File: src/rtl/program_loader.sv
// program_loader: loads a program of up to 32 six-bit instruction words over a
// valid/ready port into a register file, then releases the CPU via CpuRun.
// Fetch side reads combinationally by addr; unloaded locations read as zero.
// Optional feature: define LOADER_BOOTROM_EN to preload a fixed program on
// reset and come out of reset directly in RUN.
module program_loader (
  input  logic       clk,
  input  logic       Reset,
  input  logic       Start,
  input  logic [5:0] LdData,
  input  logic       LdValid,
  input  logic       LdLast,
  output logic       LdReady,
  input  logic [4:0] addr,
  output logic [5:0] InsOut,
  output logic       CpuRun,
  output logic [5:0] WordCnt
);

  typedef enum logic [1:0] {IDLE, LOAD, RUN} state_t;

  state_t     state;
  logic [5:0] mem [32];
  logic       wr_en;

`ifdef LOADER_BOOTROM_EN
  localparam logic [5:0] BOOT_ROM [32] = '{
    6'h01, 6'h12, 6'h23, 6'h34, 6'h05, 6'h16, 6'h27, 6'h38,
    6'h09, 6'h1A, 6'h2B, 6'h3C, 6'h0D, 6'h1E, 6'h2F, 6'h30,
    6'h11, 6'h22, 6'h33, 6'h04, 6'h15, 6'h26, 6'h37, 6'h08,
    6'h19, 6'h2A, 6'h3B, 6'h0C, 6'h1D, 6'h2E, 6'h3F, 6'h00
  };
`endif

  // Handshake: a word is taken only while loading and ready.
  always_comb begin
    wr_en = (state == LOAD) && LdReady && LdValid;
  end

  // Control FSM with registered LdReady/CpuRun and word counter.
  always_ff @(posedge clk) begin
    if (Reset) begin
`ifdef LOADER_BOOTROM_EN
      state   <= RUN;
      WordCnt <= 6'd32;
      LdReady <= 1'b0;
      CpuRun  <= 1'b1;
`else
      state   <= IDLE;
      WordCnt <= '0;
      LdReady <= 1'b0;
      CpuRun  <= 1'b0;
`endif
    end else begin
      case (state)
        IDLE: begin
          if (Start) begin
            state   <= LOAD;
            WordCnt <= '0;
            LdReady <= 1'b1;
          end
        end
        LOAD: begin
          if (wr_en) begin
            WordCnt <= WordCnt + 6'd1;
            // Word 32 ends the load even without LdLast so the count never wraps.
            if (LdLast || (WordCnt == 6'd31)) begin
              state   <= RUN;
              LdReady <= 1'b0;
              CpuRun  <= 1'b1;
            end
          end
        end
        RUN: begin
          if (Start) begin
            state   <= LOAD;
            WordCnt <= '0;
            LdReady <= 1'b1;
            CpuRun  <= 1'b0;
          end
        end
        default: begin
          state   <= IDLE;
          WordCnt <= '0;
          LdReady <= 1'b0;
          CpuRun  <= 1'b0;
        end
      endcase
    end
  end

  // Program storage: cleared (or preloaded) on reset, written on handshake.
  always_ff @(posedge clk) begin
    if (Reset) begin
      for (int unsigned i = 0; i < 32; i++) begin
`ifdef LOADER_BOOTROM_EN
        mem[i] <= BOOT_ROM[i];
`else
        mem[i] <= '0;
`endif
      end
    end else if (wr_en) begin
      mem[WordCnt[4:0]] <= LdData;
    end
  end

  // Fetch port: locations at or beyond the loaded length read as zero.
  always_comb begin
    InsOut = '0;
    if ({1'b0, addr} < WordCnt) begin
      InsOut = mem[addr];
    end
  end

endmodule

File: config.mk
export PLATFORM = sky130hd
export DESIGN_NAME = program_loader
export DESIGN_NICKNAME = d
export VERILOG_FILES = /design/src/rtl/program_loader.sv
export SDC_FILE = /design/constraint.sdc
export NUM_CORES = 1
export LEC_CHECK = 0
export BUFFER_PORTS_ARGS = -buffer_cell sky130_fd_sc_hd__buf_2
export CAP_MARGIN = 15
export CORE_MARGIN = 5
export CORE_UTILIZATION = 50
export DETAILED_ROUTE_END_ITERATION = 10
export GPL_TIMING_DRIVEN = 0
export PLACE_DENSITY = 0.7
export SETUP_SLACK_MARGIN = 0.05
export SLEW_MARGIN = 20
export SYNTH_ARGS = -nofsm -noshare
export SYNTH_HDL_FRONTEND = slang
export SYNTH_SLANG_ARGS = --single-unit
File: constraint.sdc
create_clock -name clk -period 2.5 [get_ports clk]
set_input_delay 0.375 -clock clk [delete_from_list [all_inputs] [get_ports clk]]
set_output_delay 0.375 -clock clk [all_outputs]
set_load 0.01 [all_outputs]
==> impl_metrics.env <==
export IMPL_power_mw=7.29
export IMPL_antenna_found_initial=0
export IMPL_multi_input_area_sq_mm=0.00371
export IMPL_tns_ns=-1.14
export IMPL_end_kind="output pin"
export IMPL_outcome="finished, violations left"
export IMPL_rsz0062_at_grt="yes"
export IMPL_r2r_slack_ns=0.24
export IMPL_core_rowCount=51
export IMPL_finalNonFillerCells=1053
export IMPL_htree_levels=1
export IMPL_yosys_warnings=0
export IMPL_grt_max_degree=14
export IMPL_synthAdderAreaFrac=0.0102
export IMPL_die_w_um=150
export IMPL_gp_congestion=0.866
export IMPL_io_pins=30
export IMPL_drt_wl_total_um=23800
export IMPL_r2r_end="mem[0][4]"
export IMPL_crit_fanout=5
export IMPL_design_area_sq_mm=0.0111
export IMPL_hold_buffers=0
export IMPL_netlist_instances=719
export IMPL_grt_ovfl_total=0
export IMPL_clk_pin_slew_ns=0.06
export IMPL_ys_ff_latch=202
export IMPL_slew_headroom=0.476
export IMPL_synth_nets=743
export IMPL_cts_tree="built"
export IMPL_setup_violations_final=6
export IMPL_synth_compound_area_share=0.0315
export IMPL_final_common_cell="and2_1"
export IMPL_num_antenna_cells=0
export IMPL_area_growth_syn_to_layout_pct=13.3
export IMPL_finalCritPeriodShare=1.09
export IMPL_seq_area_sq_mm=0.00598
export IMPL_ant_nets=0
export IMPL_p_leak_nw=4.19
export IMPL_core_area_sq_mm=0.0194
export IMPL_hold_class="input port to flip-flop"
export IMPL_final_cell_mix="and2_1 (193), edfxtp_1 (192), nor2_1 (46)"
export IMPL_timing_critical_path_from_type="flip-flop"
export IMPL_synth_top_family_by_area="simple AND/OR/NAND/NOR gates"
export IMPL_synthMuxAreaShare=0.122
export IMPL_viasPerCell=5.67
export IMPL_insertion_delay_ns=0.49
export IMPL_hpwl_um=17000
export IMPL_synth_enable_flop_cells=192
export IMPL_ctsRootBufferMaster="clkbuf_16"
export IMPL_synth_xor_area_share=0.00447
export IMPL_grt_pass1_vias=6159
export IMPL_finalMaxSlewViolations=0
export IMPL_vias=5967
export IMPL_cap_violations=0
export IMPL_cts_buffers=21
export IMPL_power_density_mw_per_mm2=657
export IMPL_final_hold_viol_count=0
export IMPL_fin_nets=802
export IMPL_die_y_um=150
export IMPL_fin_util=0.572
export IMPL_syn_area_per_cell_sq_um=13.6
export IMPL_ys_dominant_reg_cell="edfxtp_1"
export IMPL_cts_path_max_buffers=3
export IMPL_max_vdd_ir_drop_mv=0.524
export IMPL_setup_slack_ns=-0.218
export IMPL_drtPass1Iterations=5
export IMPL_endpoint="InsOut[5]"
export IMPL_worst_slew_pin_slew_ns=0.786
export IMPL_r2r_start="state[0]"
export IMPL_clock_sinks=202
export IMPL_rr_worst_depth=5
export IMPL_grt_util_all_layers=0.215
export IMPL_finalClockSkew_ns=0.00805
export IMPL_critPathKind="flip-flop to output pin"
export IMPL_grt_pass1_wl_um=36000
export IMPL_portBuffers=29
export IMPL_critical_path_startpoint="WordCnt[3]"
export IMPL_async_flop_share=0
export IMPL_drc=0
export IMPL_cp_arrival_ns=2.34
export IMPL_start_util=0.505
export IMPL_ys_seq_area_frac=0.609
export IMPL_violations="setup timing"
export IMPL_fillers=1569
export IMPL_drive_above_1_share=0.208
export IMPL_synthesis_area_sq_mm=0.00980
export IMPL_placed_area_sq_mm=0.0103
export IMPL_synth_simple_gate_area_frac=0.197
export IMPL_min_period_ns=2.72
export IMPL_cp_data_required_time_ns=2.12
export IMPL_placed_cells=1013
export IMPL_fp_dieArea_sq_mm=0.0225
export IMPL_drt_first_iter_violations=639
export IMPL_synth_cell_types=40
export IMPL_fmaxAchievable_mhz=368
export IMPL_wl_per_cell_um=22.6
synthesized netlist by cell type, types with 9 or more instances:
cell      instances  area, sq um
and2_1          193         1210
edfxtp_1        192         5770
nor2_1           51          191
or2_2            32          200
mux2i_1          30          300
nand2_1          25         93.8
clkbuf_1         23         86.3
nand3_1          20          100
mux4_2           19          428
mux4_1           13          342
mux2_2           11          124
nor2b_1          11         68.8
a22oi_1          10         75.1
dfxtp_1          10          200
a21oi_1           9         45.0
metal layers:
layer,GRT usage,wire [um],up-vias
met3,0.0415,1780,52
li1,-,-,2719
met4,0.0650,804,0
met2,0.356,11500,255
met1,0.291,9750,2941
met5,0,0,-
worst min-delay path by stage:
stage	from	endpoint	slack, ns	cells past startpoint
finish	Start	state[1]	0.22	4
global route	Start	state[1]	0.23	4
global placement	CpuRun	CpuRun	0.47	2
detailed placement	state[1]	state[1]	0.49	2
floorplan	state[1]	state[1]	0.46	2
CTS	Start	state[1]	0.22	4
timing repair:
item | 4_1_cts | 5_1_grt
gates resized for setup | 34 | 14
setup endpoints to repair | 6 | 21
pin swaps | 11 | 12
setup buffers | 5 | 2
flip-flops by register name, summed over array words and instances, names as in the netlist:
register and count:
mem 192, WordCnt 6, state 2, LdReady 1, CpuRun 1
metrics by stage:
stage | setup slack (ns) | hold WS [ns]
5_1_grt | -0.282 | 0.234
4_1_cts | -0.235 | 0.216
2_1_floorplan | 0.183 | 0.458
6_report | -0.218 | 0.216
3_5_place_dp | -0.371 | 0.494
3_3_place_gp | -0.335 | 0.469
power breakdown:
part,internal [mW],switching [mW],total [mW]
Clock,1.53,1.20,2.73
Combinational,0.266,0.416,0.681
Sequential,3.82,0.0586,3.88
Total,5.62,1.67,7.29
critical path, cell delays in order (launching register included):
cell and delay (ns):
dfxtp_2 0.33, buf_6 0.12, inv_8 0.04, ha_4 0.15, a21oi_4 0.16, nor2_4 0.07
a2111o_1 0.48, o22a_1 0.28, nand3_1 0.09, buf_2 0.13
cell families (layout without fill, tap and decap cells):
kind of cell / Yosys count / in the layout
AND/OR/NAND/NOR: 343 / 343
buffers and inverters: 46 / 115
flip-flops: 202 / 202
XOR/XNOR: 5 / 5
adder cells (fa/ha/maj): 8 / 8
multiplexers: 73 / 73
AO/OA/AOI/OAI: 42 / 42
area by class of cell:
cell class                 count  share of cell area
inverter                       8             0.00428
clock inverter                 6             0.00259
sequential                   202               0.538
clock buffer                  27              0.0494
timing repair buffer          36              0.0201
tap                          265              0.0299
buffer                        38              0.0209
multi-input combinational    471               0.335
Note: power is estimated with default switching activity, not from simulation.
